===== src/rtl/audio_pkg.sv =====
`default_nettype none
// ==========================================================================
// audio_pkg : shared types and constants for the wavetable audio path
// Rev 1.0
// ==========================================================================
package audio_pkg;

  typedef enum logic [1:0] {
    IDLE   = 2'd0,
    ADDR   = 2'd1,
    WAIT   = 2'd2,
    COMMIT = 2'd3
  } state_t;

  localparam logic [3:0] VOL_MUTE   = 4'hF;
  localparam int         FRAME_CLKS = 32;

  // The whole sequence must finish before the driver's next frame request.
  function automatic bit latency_ok(input int nch, input int rom_lat);
    return (2 + nch * (rom_lat + 1)) < FRAME_CLKS;
  endfunction

endpackage
`default_nettype wire


===== src/rtl/wavetable_player_if.sv =====
`default_nettype none
// ==========================================================================
// wavetable_player_if : control, ROM and sample bus of the wavetable player
// Rev 1.0
// ==========================================================================
interface wavetable_player_if #(
  parameter int ADDR_W  = 8,
  parameter int DATA_W  = 16,
  parameter int PHASE_W = 16,
  parameter int NCH     = 2
);
  logic                   req;
  logic                   enable;
  logic [NCH*PHASE_W-1:0] freq_word;
  logic [NCH*4-1:0]       vol;
  logic [ADDR_W-1:0]      rom_addr;
  logic [DATA_W-1:0]      rom_data;
  logic [NCH*DATA_W-1:0]  sample;
  logic                   sample_valid;
  logic                   busy;
  logic                   overrun;

  modport master (
    output req, enable, freq_word, vol, rom_data,
    input  rom_addr, sample, sample_valid, busy, overrun
  );

  modport slave (
    input  req, enable, freq_word, vol, rom_data,
    output rom_addr, sample, sample_valid, busy, overrun
  );
endinterface
`default_nettype wire


===== src/rtl/wt_quadrant_map.sv =====
`default_nettype none
// ==========================================================================
// wt_quadrant_map : phase to table address / negate flag, full or quarter wave
// Rev 1.0
// ==========================================================================
module wt_quadrant_map #(
  parameter int ADDR_W  = 8,
  parameter int PHASE_W = 16,
  parameter int QUARTER = 0
) (
  input  wire  [PHASE_W-1:0] phase,
  output logic [ADDR_W-1:0]  addr,
  output logic               negate
);
  logic unused_phase;
  assign unused_phase = ^phase;

  generate
    if (QUARTER != 0) begin : g_quarter
      logic [1:0]        quad;
      logic [ADDR_W-1:0] idx;
      assign quad = phase[PHASE_W-1 -: 2];
      assign idx  = phase[PHASE_W-3 -: ADDR_W];
      // Odd quadrants run the table backwards, the second half-period is negated.
      assign addr   = quad[0] ? ~idx : idx;
      assign negate = quad[1];
    end else begin : g_full
      assign addr   = phase[PHASE_W-1 -: ADDR_W];
      assign negate = 1'b0;
    end
  endgenerate
endmodule
`default_nettype wire


===== src/rtl/wavetable_player.sv =====
`default_nettype none
// ==========================================================================
// wavetable_player : NCH-channel DDS sharing one synchronous wavetable ROM
// Rev 1.0
// ==========================================================================
module wavetable_player
  import audio_pkg::*;
#(
  parameter int ADDR_W  = 8,
  parameter int DATA_W  = 16,
  parameter int PHASE_W = 16,
  parameter int NCH     = 2,
  parameter int ROM_LAT = 1,
  parameter int QUARTER = 0
) (
  input wire                clk_1p5m_w,
  input wire                rst_n,
  wavetable_player_if.slave bus
);
  localparam int              CH_W     = (NCH > 1) ? $clog2(NCH) : 1;
  localparam logic [CH_W-1:0] CH_LAST  = CH_W'(NCH - 1);
  localparam logic [1:0]      LAT_LAST = 2'(ROM_LAT - 1);

  generate
    if (!latency_ok(NCH, ROM_LAT) || ROM_LAT < 1 || ROM_LAT > 4 ||
        PHASE_W < ADDR_W + 2) begin : g_param_check
      $error("wavetable_player: unsupported parameter set");
    end
  endgenerate

  state_t                      state, state_nx;
  logic                        load_addr, capture, commit;
  logic [CH_W-1:0]             ch, sel_ch;
  logic [1:0]                  lat_cnt;
  logic [NCH-1:0][PHASE_W-1:0] phase, freq_q, freq_arr;
  logic [NCH-1:0][3:0]         vol_arr;
  logic [NCH-1:0][DATA_W-1:0]  shadow, sample_r;
  logic [ADDR_W-1:0]           rom_addr_r, map_addr;
  logic                        map_neg, neg_cur, sample_valid_r, overrun_r;
  logic [3:0]                  vol_cur;
  logic [DATA_W-1:0]           neg_data, att_data;

  assign freq_arr = bus.freq_word;
  assign vol_arr  = bus.vol;

  // The address for the next channel is loaded on the edge that enters ADDR,
  // so the ROM sees it for the full ADDR + WAIT window.
  always_comb begin
    sel_ch = '0;
    if (state == WAIT && ch != CH_LAST) sel_ch = ch + CH_W'(1);
  end

  wt_quadrant_map #(
    .ADDR_W  (ADDR_W),
    .PHASE_W (PHASE_W),
    .QUARTER (QUARTER)
  ) u_map (
    .phase  (phase[sel_ch]),
    .addr   (map_addr),
    .negate (map_neg)
  );

  always_comb begin
    neg_data = neg_cur ? -bus.rom_data : bus.rom_data;
    att_data = '0;
    if (vol_cur != VOL_MUTE) att_data = $signed(neg_data) >>> vol_cur;
  end

  always_ff @(posedge clk_1p5m_w or negedge rst_n) begin
    if (!rst_n) state <= IDLE;
    else        state <= state_nx;
  end

  always_comb begin
    state_nx  = state;
    load_addr = 1'b0;
    capture   = 1'b0;
    commit    = 1'b0;
    case (state)
      IDLE: begin
        if (bus.req) begin
          state_nx  = ADDR;
          load_addr = 1'b1;
        end
      end
      ADDR: state_nx = WAIT;
      WAIT: begin
        if (lat_cnt == LAT_LAST) begin
          capture = 1'b1;
          if (ch == CH_LAST) begin
            state_nx = COMMIT;
          end else begin
            state_nx  = ADDR;
            load_addr = 1'b1;
          end
        end
      end
      COMMIT: begin
        commit   = 1'b1;
        state_nx = IDLE;
      end
      default: state_nx = IDLE;
    endcase
  end

  always_ff @(posedge clk_1p5m_w or negedge rst_n) begin
    if (!rst_n) begin
      ch             <= '0;
      lat_cnt        <= '0;
      rom_addr_r     <= '0;
      neg_cur        <= 1'b0;
      vol_cur        <= '0;
      freq_q         <= '0;
      phase          <= '0;
      shadow         <= '0;
      sample_r       <= '0;
      sample_valid_r <= 1'b0;
      overrun_r      <= 1'b0;
    end else begin
      sample_valid_r <= commit;
      if (bus.req && state != IDLE) overrun_r <= 1'b1;
      if (load_addr) begin
        rom_addr_r <= map_addr;
        neg_cur    <= map_neg;
        ch         <= sel_ch;
      end
      if (state == ADDR) begin
        vol_cur    <= vol_arr[ch];
        freq_q[ch] <= freq_arr[ch];
        lat_cnt    <= '0;
      end
      if (state == WAIT) lat_cnt <= lat_cnt + 2'd1;
      if (capture) shadow[ch] <= att_data;
      if (commit) begin
        sample_r <= bus.enable ? shadow : '0;
        if (bus.enable) begin
          for (int k = 0; k < NCH; k++) phase[k] <= phase[k] + freq_q[k];
        end
      end
    end
  end

  assign bus.rom_addr     = rom_addr_r;
  assign bus.sample       = sample_r;
  assign bus.sample_valid = sample_valid_r;
  assign bus.busy         = (state != IDLE);
  assign bus.overrun      = overrun_r;
endmodule
`default_nettype wire


===== src/flat_wrapper.sv =====
// flat-port wrapper written by rule: the top's interface ports become plain ports
module wavetable_player_flat import audio_pkg::*;
#(
  parameter int ADDR_W  = 8,
  parameter int DATA_W  = 16,
  parameter int PHASE_W = 16,
  parameter int NCH     = 2,
  parameter int ROM_LAT = 1,
  parameter int QUARTER = 0
)
  (clk_1p5m_w, rst_n, bus_req, bus_enable, bus_freq_word, bus_vol, bus_rom_data, bus_rom_addr, bus_sample, bus_sample_valid, bus_busy, bus_overrun);
  wavetable_player_if #(.ADDR_W(ADDR_W), .DATA_W(DATA_W), .PHASE_W(PHASE_W), .NCH(NCH)) bus_i ();
  input wire clk_1p5m_w;
  input wire rst_n;
  input wire logic [$bits(bus_i.req)-1:0] bus_req;
  input wire logic [$bits(bus_i.enable)-1:0] bus_enable;
  input wire logic [$bits(bus_i.freq_word)-1:0] bus_freq_word;
  input wire logic [$bits(bus_i.vol)-1:0] bus_vol;
  input wire logic [$bits(bus_i.rom_data)-1:0] bus_rom_data;
  output wire logic [$bits(bus_i.rom_addr)-1:0] bus_rom_addr;
  output wire logic [$bits(bus_i.sample)-1:0] bus_sample;
  output wire logic [$bits(bus_i.sample_valid)-1:0] bus_sample_valid;
  output wire logic [$bits(bus_i.busy)-1:0] bus_busy;
  output wire logic [$bits(bus_i.overrun)-1:0] bus_overrun;
  assign bus_i.req = bus_req;
  assign bus_i.enable = bus_enable;
  assign bus_i.freq_word = bus_freq_word;
  assign bus_i.vol = bus_vol;
  assign bus_i.rom_data = bus_rom_data;
  assign bus_rom_addr = bus_i.rom_addr;
  assign bus_sample = bus_i.sample;
  assign bus_sample_valid = bus_i.sample_valid;
  assign bus_busy = bus_i.busy;
  assign bus_overrun = bus_i.overrun;
  wavetable_player #(.ADDR_W(ADDR_W), .DATA_W(DATA_W), .PHASE_W(PHASE_W), .NCH(NCH), .ROM_LAT(ROM_LAT), .QUARTER(QUARTER)) u_core (.clk_1p5m_w(clk_1p5m_w), .rst_n(rst_n), .bus(bus_i));
endmodule

===== config.mk =====
export PLATFORM = sky130hd
export DESIGN_NAME = wavetable_player_flat
export DESIGN_NICKNAME = d
export VERILOG_FILES = /design/src/rtl/audio_pkg.sv /design/src/rtl/wavetable_player_if.sv /design/src/rtl/wt_quadrant_map.sv /design/src/rtl/wavetable_player.sv /design/src/flat_wrapper.sv
export SDC_FILE = /design/constraint.sdc
export NUM_CORES = 1
export LEC_CHECK = 0
export ABC_AREA = 1
export CORE_ASPECT_RATIO = 0.75
export CORE_MARGIN = 3
export CORE_UTILIZATION = 50
export CTS_BUF_LIST = sky130_fd_sc_hd__clkbuf_8
export DETAILED_ROUTE_END_ITERATION = 12
export PLACE_DENSITY = 0.82
export SLEW_MARGIN = 25
export SYNTH_ARGS = -nofsm -noshare
export SYNTH_HDL_FRONTEND = slang
export SYNTH_SLANG_ARGS = --single-unit
export TNS_END_PERCENT = 10

===== constraint.sdc =====
create_clock -name clk_1p5m_w -period 2.35 [get_ports clk_1p5m_w]
set_input_delay 0.235 -clock clk_1p5m_w [delete_from_list [all_inputs] [get_ports clk_1p5m_w]]
set_output_delay 0.235 -clock clk_1p5m_w [all_outputs]
set_load 0.02 [all_outputs]

# Word level (Yosys, flattened, before mapping)
# Index checks and enable logic that the tools add are counted.
dict set report classes {
  order_cmp 3
  shifts 1
  bitwise_logic 1
  eq_ne 6
  reduce_logical 9
  muxes 26
  addsub 4
}
# cell n
set op_table {}
lappend op_table {{$mux 16} 6}
lappend op_table {{$bwmux 32} 2}
lappend op_table {{$add 16x16->16} 2}
lappend op_table {{$mux 32} 1}
lappend op_table {{$demux 16 s1} 1}
lappend op_table {{$sshr 16x4->16} 1}
lappend op_table {{$mux 2} 5}
lappend op_table {{$mux 4} 2}
lappend op_table {{$pmux 2 s4} 1}
lappend op_table {{$mux 1} 7}
lappend op_table {{$eq 2x2->1 const B} 2}
lappend op_table {{$logic_not 2->1} 2}
lappend op_table {{$lt 1x2->1 const B} 2}
lappend op_table {{$ne 2x2->1 const B} 2}
lappend op_table {{$ne 4x4->1 const B} 1}
lappend op_table {{$reduce_and 2->1} 2}
lappend op_table {{$reduce_bool 2->1} 2}
lappend op_table {{$logic_and 1x1->1} 3}
lappend op_table {{$add 2x1->2 const B} 1}
lappend op_table {{$eq 2x1->1 const B} 1}
lappend op_table {{$pmux 1 s2} 1}
lappend op_table {{$add 1x1->1 const B} 1}
lappend op_table {{$ge 1x1->1 const B} 1}
lappend op_table {{$not 1->1} 1}
dict set report totals {
  regBits 147
  word_cells 65
  input_bits 60
}

# Logic depth before layout (Yosys ltp)
# Gate-level depths: netlist (run 1).
dict set report logic_depth {
  word_depth 5
  depth_mapped 12
  depth_no_buf 11
}

# Hierarchy
# Synthesis (run 1) repeated with hierarchy kept, for this count alone.
dict set report unflattened {
  cells_unflattened 1028
  area_unflattened_um2 8315.5
}
# module n_inst area_per_inst_um2 cells_per_inst
set modules_own_cells {}
lappend modules_own_cells {wavetable_player 1 8244.2 1018}
lappend modules_own_cells {wt_quadrant_map 1 71.3 10}

# Worst setup path before layout (run 1)
# Ideal clock, no wire load.
dict set report synth_path {
  path_type {flip-flop to flip-flop}
  start {register u_core.freq_q[0] (netlist bit)}
  end {register u_core.phase[6] (netlist bit)}
  setup_ps 117
  path_slack_ps 615
  path_buffers 0
  path_stages_with_launch 10
  arrival_time_ps 1617
  cell_sequence {dfrtp_1 > ha_1 > fa_1 > nand2_1 > nand2_1 > nand3b_1 > nand2_1 > or2_2 > nand3_1 > nand2_1}
}
dict set report synth_between {
  elab_chain_len 1
}
# element line_no
set synth_rtl {}
lappend synth_rtl {{start, declared} wavetable_player.sv:35} ;# logic [NCH-1:0][PHASE_W-1:0] phase, freq_q, freq_arr;
lappend synth_rtl {{start signal, assigned by index} wavetable_player.sv:129} ;# freq_q[ch] <= freq_arr[ch];
lappend synth_rtl {{$add 16x16->16} wavetable_player.sv:137} ;# for (int k = 0; k < NCH; k++) phase[k] <= phase[k] + freq_q[k];
lappend synth_rtl {{end signal, assigned} wavetable_player.sv:114} ;# phase <= '0;
lappend synth_rtl {{end, declared} wavetable_player.sv:35}
# No other way between the ends.
# A chain may end at the register's enable or synchronous reset.

# Final worst setup path (run 1)
dict set report layout_path {
  start {register u_core.state[1]}
  end {output port bus_busy}
}
dict set report layout_between {
  elab_chain_len 1
}
# element line_no
set layout_rtl {}
lappend layout_rtl {{start, declared} wavetable_player.sv:31} ;# state_t state, state_nx;
lappend layout_rtl {{start signal, assigned} wavetable_player.sv:71} ;# else state <= state_nx;
lappend layout_rtl {{$reduce_bool 2->1} wavetable_player.sv:146} ;# assign bus.busy = (state != IDLE);
lappend layout_rtl {{end, declared} flat_wrapper.sv:23} ;# output wire logic [$bits(bus_i.busy)-1:0] bus_busy;
# No other way between the ends.

==> results of run 1 <==
## Yosys cell counts
cell	n	area, um^2
xnor2_1	7	61.3
o21ai_1	1	5.00
o22ai_1	1	6.26
fa_1	2	40.0
nor2_8	2	40.0
o21ai_0	48	240
inv_2	3	11.3
dfrtp_1	147	3680
xor2_1	2	17.5
a21o_1	1	7.51
a22oi_1	1	7.51
o21a_1	1	7.51
buf_8	1	15.0
nand4_1	8	50.1
inv_6	1	8.76
nand3_1	130	651
mux2_2	31	349
a21oi_1	16	80.1
nand2_8	1	20.0
buf_2	17	85.1
buf_4	4	30.0
nand2_2	1	6.26
nor2_1	29	109
ha_1	35	438
a31oi_1	7	43.8
inv_1	120	450
nor2_2	1	6.26
nand2_1	413	1550
or2_2	6	37.5
o211ai_1	4	30.0
clkbuf_1	12	45.0
nand3b_1	6	45.0
inv_4	1	6.26
a31oi_2	1	12.5
nor3_1	7	35.0
clkbuf_2	1	5.00
and2_1	1	6.26
## cell type report
| cell class | count | area (um^2) | share of cell area [%] |
|---|---|---|---|
| clock buffers | 21 | 289 | 2.92 |
| clock inverters | 10 | 171 | 1.73 |
| inverters | 125 | 477 | 4.81 |
| multi-input cells | 763 | 3900 | 39.4 |
| flip-flops and latches | 147 | 3680 | 37.1 |
| well taps | 205 | 256 | 2.59 |
| repair buffers | 115 | 1130 | 11.5 |
## power by group through the flow
stage | clock [mW] | sequential [mW] | combinational [mW]
floorplan | 0 | 4.70 | 6.03
global placement | 0 | 4.67 | 8.12
detailed placement | 0 | 4.72 | 8.39
CTS | 2.31 | 4.68 | 8.47
global route | 2.43 | 4.83 | 9.65
finish | 2.27 | 4.69 | 8.50
## registers in the layout (all words and copies together) (netlist names)
| signal | count |
|---|---|
| u_core.shadow | 32 |
| u_core.vol_cur | 4 |
| u_core.bus.overrun | 1 |
| u_core.freq_q | 32 |
| u_core.bus.rom_addr | 8 |
| u_core.state | 2 |
| u_core.bus.sample_valid | 1 |
| u_core.phase | 32 |
| u_core.lat_cnt | 2 |
| u_core.ch | 1 |
| u_core.bus.sample | 32 |
## cell families after synthesis
| group | count (synthesis) | share of synthesized area [%] |
|---|---|---|
| fa+ha+maj | 37 | 5.80 |
| compound gates | 81 | 5.35 |
| flops | 147 | 44.7 |
| buf+inv | 160 | 7.97 |
| xor+xnor | 9 | 0.957 |
| simple gates | 605 | 31.0 |
| mux | 31 | 4.24 |
## critical path, delay by kind of cell (launching register included)
family	cells	cell delay, ps
buffers and inverters	3	890
DFF	1	410
adders and majority gates	1	200
## routing by layer
layer | GRT usage, % | wire length, um
met5 | 0 | 0
met4 | 6.12 | 229
met3 | 5.11 | 1450
met2 | 33.6 | 8380
met1 | 33.9 | 9640
## per-stage QoR
step / total power [mW] / std cells / util, % / area, um^2
detailed placement: 13.1 / 1354 / 60.3 / 9440
finish: 15.5 / 1386 / 63.3 / 9910
global placement: 12.8 / 1354 / 60.3 / 9440
floorplan: 10.7 / 1070 / - / 8240
global route: 16.9 / 1386 / 63.3 / 9910
CTS: 15.5 / 1386 / 63.3 / 9910
## worst paths after layout
check | cells past startpoint | slack (ps) | from | endpoint
max | 4 | 160 | u_core.state[1]$_DFFE_PN0P_ | bus_busy
min | 2 | 320 | rst_n | u_core.bus.sample[9]$_DFFE_PN0P_
max reg2reg | 9 | 450 | u_core.freq_q[0]$_DFFE_PN0P_ | u_core.phase[6]$_DFFE_PN0P_
min reg2reg | 1 | 460 | u_core.bus.overrun$_DFFE_PN0P_ | u_core.bus.overrun$_DFFE_PN0P_
max in group asynchronous | 3 | 1290 | rst_n | u_core.bus.sample[27]$_DFFE_PN0P_
min in group clk_1p5m_w | 2 | 390 | bus_freq_word[23] | u_core.freq_q[23]$_DFFE_PN0P_
==> metrics, run 1 <==
outcome=complete, no violations; Worst EP arrival=1950 ps; initial core utilization=52.6%; fin nets=1266; synth unique cells=37; Initial DRT Pass Iterations=5; CTS Sinks=147; Int Power=8.38 mW; CP Cell Sequence=inv_1 -> ha_1 -> inv_1 -> clkdlybuf4s50_1; worst hold slack=317 ps; largest net degree at the start of global routing=59; Max Cap Viol=0; drt total wl=19700 um; IO Count=roughly 100; DRT antenna net count=0; final setup TNS=0 ps; Post-DP HPWL=14600 um; DR DRC count=0; Peak Freq=457 MHz; sequential element share of the synthesized area=44.7%; Core Box Area=15700 um^2; P&R area growth vs syn=20.3%; skew final=between 9 and 10 ps; Tot GR Track Use=a little under a quarter; switching share of power=45.8%; Rows=39; Post-Syn Area=around 8200 um^2; worst-path fanout max=4; Net Sw Power=7.08 mW; Flop pwr share=30.3%; Skew-Pair Late Insertion Delay=450 ps; Startpoint Class=flop; DIE HEIGHT=~120 um; CP most frequent cell=inv_1; combinational power share=55.0%; min Tclk post-route=2190 ps; Ant. Diodes=0; vias in the first global route=6731; die area=~18000 um^2; most frequent cells in the layout=nand2_1 (413), dfrtp_1 (147), nand3_1 (130); Setup Fix Bufs, Post-CTS=0; CTS Buf Count=17; slack of the critical path=163 ps; hold_buf cts=1; initial antenna violation count=0; Clk pin slew, worst setup/hold paths=80 ps; first-pass GRT wire length=32900 um; Yosys warning count=0; CP Class=reg2out; crit-path max cell delay=640 ps; GPL Wtd Cong=0.920; Cells after Synth=about 1100; layout cells sized above 1=7.79%; RSZ-0062 raised after global routing=false; worst relative slew slack=62.5%; Placement Setup Slack=450 ps; worst hold path type=in2async; synthesized area per cell=7.70 um^2; vias per inst=5.20; final hold viol count=0; leakage power=between 5 and 6 nW; PwrDens=1560 nW/um^2; fill count=~1400; Max clock buf depth=2; CTS tree=yes; DR vias=7206; GRT overflow=0; Final Max Tran Viols=0; crit share post-route=93.1%; Clock Power Share=14.7%; Final setup viols=0; wire per inst=roughly 14 um; FF+latch count, synth=between 100 and 150; worst slew pin tran=~560 ps; Net Count, Synth=1167; slowest library cell on the worst path=clkdlybuf4s50_1; Worst IR Drop VDD=about 0.74 mV; clock root cell=clkbuf_8; required time of the critical path=~2100 ps; PortBufs=102; Die W=between 150 and 200 um; 1st-iter DRT viols=617; leading cell type in the layout, fill and taps excluded=nand2_1; Max H-tree Level=4; critical path endpoint category=output port; cts repair resizes=0
Power figures use the tool's default switching activity.
==> run 2, diff against run 1 <==
CELL_PAD_IN_SITES_DETAIL_PLACEMENT = 1   (was not set)
CELL_PAD_IN_SITES_GLOBAL_PLACEMENT = 2   (was not set)
CORE_UTILIZATION = 34   (was 50)
PLACE_DENSITY = 0.92   (was 0.82)
==> metrics, run 2 (synthesized netlist as in run 1, its figures left out) <==
leakage power=5.06 nW; skew final=~13 ps; vias per inst=roughly 4.9; Die W=186 um; DRT antenna net count=0; Initial DRT Pass Iterations=5; Skew-Pair Late Insertion Delay=between 400 and 500 ps; CTS Buf Count=17; Rows=between 40 and 50; slowest library cell on the worst path=clkdlybuf4s50_1; Crit Reg-Reg Endpoint=u_core.bus.rom_addr[2]$_DFFE_PN0P_; PortBufs=102; worst reg2reg path depth=10; CP Cell Sequence=inv_1 -> ha_1 -> inv_1 -> clkdlybuf4s50_1; final instance area=10000 um^2; IO Count=103; worst slew pin tran=between 500 and 600 ps; Worst R2R Setup Slack=420 ps; wire per inst=around 16 um; worst hold slack=298 ps; DR DRC count=0; CP Class=reg2out; GRT overflow=0; cts repair resizes=0; final hold viol count=0; critical path endpoint category=output port; fin nets=1267; Peak Freq=469 MHz; Worst IR Drop VDD=0.538 mV; worst reg2reg startpoint=u_core.state[0]$_DFFE_PN0P_; crit-path max cell delay=610 ps; Final setup viols=0; first-pass GRT wire length=38800 um; CTS tree=yes; initial antenna violation count=0; RSZ-0062 raised after global routing=false; CP most frequent cell=inv_1; final setup TNS=0 ps; Core Box Area=23400 um^2; Max clock buf depth=2; Finished Core Util=42.8%; die area=26200 um^2; Tot GR Track Use=18.7%; WP buf/inv=3; drt total wl=23500 um; slack of the critical path=220 ps; Worst EP arrival=1900 ps; worst hold path type=in2async; DIE HEIGHT=141 um; min Tclk post-route=2130 ps; required time of the critical path=2120 ps; Ant. Diodes=0; P&R area growth vs syn=21.6%; 1st-iter DRT viols=455; Final Max Tran Viols=0; most frequent cells in the layout=nand2_1 (413), dfrtp_1 (147), nand3_1 (130); Startpoint Class=flop; clock root cell=clkbuf_8; vias in the first global route=7332; DR vias=7199; initial core utilization=35.2%; GPL Wtd Cong=0.829; CTS Sinks=147; worst relative slew slack=~63%; Area after DPL=9580 um^2; leading cell type in the layout, fill and taps excluded=nand2_1; worst-path fanout max=4; PwrDens=approximately 1600 nW/um^2; Max H-tree Level=4; layout cells sized above 1=7.95%; Post-DP HPWL=17800 um; Top Family by Delay on Critical Path=buffers and inverters; crit share post-route=90.6%; Clk pin slew, worst setup/hold paths=around 100 ps; largest net degree at the start of global routing=57; Placement Setup Slack=between 300 and 400 ps; Max Cap Viol=0; outcome=complete, no violations
## run 2: through the flow
| stage | power, mW | instances |
|---|---|---|
| 5_1_grt | 17.3 | 1483 |
| 3_5_place_dp | 13.6 | 1450 |
| 2_1_floorplan | 10.7 | 1070 |
| 3_3_place_gp | 13.2 | 1450 |
| 6_report | 15.6 | 1483 |
| 4_1_cts | 15.8 | 1483 |
## run 2: worst max path at each step
stage,startpoint,end,depth (start not counted),slack [ps]
6_report,u_core.state[1]$_DFFE_PN0P_,bus_busy,4,220
5_1_grt,u_core.state[0]$_DFFE_PN0P_,bus_busy,4,90
4_1_cts,u_core.state[1]$_DFFE_PN0P_,bus_busy,4,170
3_5_place_dp,u_core.state[0]$_DFFE_PN0P_,u_core.bus.rom_addr[2]$_DFFE_PN0P_,10,380
3_3_place_gp,u_core.state[0]$_DFFE_PN0P_,u_core.ch$_DFFE_PN0P_,11,480
2_1_floorplan,u_core.freq_q[0]$_DFFE_PN0P_,u_core.phase[6]$_DFFE_PN0P_,9,620
## run 2: area by class of cell
| cell class | instances | area, um^2 |
|---|---|---|
| clock inverters | 15 | 195 |
| multi-input cells | 763 | 3900 |
| inverters | 125 | 477 |
| flip-flops and latches | 147 | 3680 |
| repair buffers | 116 | 1150 |
| well taps | 300 | 375 |
| fillers | 2849 | 13400 |
| clock buffers | 17 | 234 |
## run 2: power breakdown
group / total (mW) / internal [mW] / leakage (nW) / switching (mW)
Combinational: 8.78 / 3.40 / 3.03 / 5.38
Sequential: 4.67 / 3.74 / 1.82 / 0.931
Clock: 2.19 / 0.999 / 0.213 / 1.19
## run 2: repair_timing
action / in CTS / in global routing
setup buffers: 0 / 0
hold endpoints to repair: 53 / 0
hold buffers: 1 / 0
## run 2: layer usage
| layer | GRT usage (%) | part of all wire [%] |
|---|---|---|
| met1 | 28.5 | 53 |
| met2 | 27.4 | 42 |
| met3 | 3.84 | 3.9 |
| met4 | 3.68 | 0.99 |
| met5 | 0 | 0 |
==> run 3, diff against run 2 <==
GPL_TIMING_DRIVEN = 0   (was not set)
==> metrics, run 3 (synthesized netlist as in run 1, its figures left out) <==
CTS tree=yes; worst hold slack=294 ps; Post-Layout Cell Count=1506; worst slew pin tran=614 ps; worst reg2reg startpoint=u_core.state[1]$_DFFE_PN0P_; DR DRC count=0; drt total wl=24300 um; CP Launch Point=u_core.state[1]$_DFFE_PN0P_; PwrDens=1580 nW/um^2; 1st-iter DRT viols=between 400 and 500; layout cells sized above 1=8.71%; worst-path fanout max=4; crit share post-route=between 90% and 100%; P&R area growth vs syn=23.1%; CTS Sinks=about 150; Final setup viols=0; clock root cell=clkbuf_8; switching share of power=47.4%; most frequent cells in the layout=nand2_1 (413), dfrtp_1 (147), nand3_1 (130); initial antenna violation count=0; vias per inst=4.89; wire per inst=16.2 um; worst relative slew slack=59.1%; DR vias=7365; final instance area=10100 um^2; Max Cap Viol=0; initial core utilization=35.2%; final setup TNS=0 ps; Net Sw Power=7.62 mW; Clock Power Share=14.8%; DRT antenna net count=0; Max clock buf depth=2; Peak Freq=457 MHz; leading cell type in the layout, fill and taps excluded=nand2_1; skew final=27.3 ps; GRT overflow=0; Max H-tree Level=4; Clk pin slew, worst setup/hold paths=100 ps; min Tclk post-route=2190 ps; leakage power=5.13 nW; Worst IR Drop VDD=0.549 mV; CTS Buf Count=17; Int Power=~8.4 mW; DIE HEIGHT=141 um; Ant. Diodes=0; Pwr Total=16.1 mW; Die W=approximately 190 um; Tot GR Track Use=19.3%; final hold viol count=0; Skew-Pair Late Insertion Delay=470 ps; Post-DP HPWL=18600 um; Rows=48; RSZ-0062 raised after global routing=false; Area after DPL=9670 um^2; die area=26200 um^2; Initial DRT Pass Iterations=5; placed instance count=between 1000 and 1500; fill count=between 2000 and 3000; CP Class=reg2out; combinational power share=56.8%; Flop pwr share=between 20 and 30%; required time of the critical path=roughly 2100 ps; Startpoint Class=flop; Final Max Tran Viols=0; worst hold path type=in2async; Finished Core Util=43.3%; GPL Wtd Cong=0.874; cts repair resizes=0; vias in the first global route=around 7600; first-pass GRT wire length=about 40000 um; Placement Setup Slack=281 ps; PortBufs=102; Worst EP arrival=1950 ps; Core Box Area=around 23000 um^2; outcome=complete, no violations; slack of the critical path=163 ps; fin nets=roughly 1300; worst reg2reg path depth=5; critical path endpoint category=output port; IO Count=103; largest net degree at the start of global routing=83
-- run 3: cell count changes in the layout (fill, tap and decap cells not counted), sizes merged --
| cell | before | now |
|---|---|---|
| clkinv | 5 | 1 |
| clkbuf | 17 | 31 |
| bufinv | 2 | 4 |
| inv | 132 | 133 |
| buf | 14 | 24 |
-- run 3: final cells by class --
class / instances / area [um^2] / area share, %
buffer: 35 / 180 / 1.78
clock buffer: 18 / 248 / 2.44
clock inverter: 14 / 214 / 2.11
inverter: 125 / 477 / 4.70
multi-input combinational: 763 / 3900 / 38.5
sequential: 147 / 3680 / 36.3
tap: 300 / 375 / 3.70
timing repair buffer: 104 / 1060 / 10.5
-- run 3: power groups by stage --
stage               sequential (mW)  clock, mW  combinational [mW]
floorplan                      4.70          0                6.03
global placement               4.56          0                8.80
detailed placement             4.60          0                9.11
CTS                            4.57       2.44                9.19
global route                   4.72       2.56                10.4
finish                         4.55       2.38                9.13
-- run 3: layer usage --
layer,track usage [%],up-vias,wire length [um]
met5,0,-,0
met4,3.92,0,231
met3,3.46,14,894
met2,28.6,127,10200
met1,29.4,3571,13000
li1,-,3653,-
-- run 3: path summary, 6_finish.rpt --
check,endpoint,slack (ps)
min in group clk_1p5m_w,u_core.freq_q[30]$_DFFE_PN0P_,370
max reg2reg,u_core.freq_q[29]$_DFFE_PN0P_,310
min reg2reg,u_core.bus.overrun$_DFFE_PN0P_,470
max,bus_busy,160
min,u_core.freq_q[30]$_DFFE_PN0P_,290
max in group asynchronous,u_core.shadow[29]$_DFFE_PN0P_,1280
-- run 3: timing repair --
item / in CTS / in global routing
hold buffers: 1 / 0
hold endpoints to repair: 65 / 0
buffers inserted: 0 / 0
-- run 3: critical path: stages, from the launching register on --
cell and delay [ps]:
dfrtp_1 400, inv_1 100, ha_1 200, inv_1 160, clkdlybuf4s50_1 640
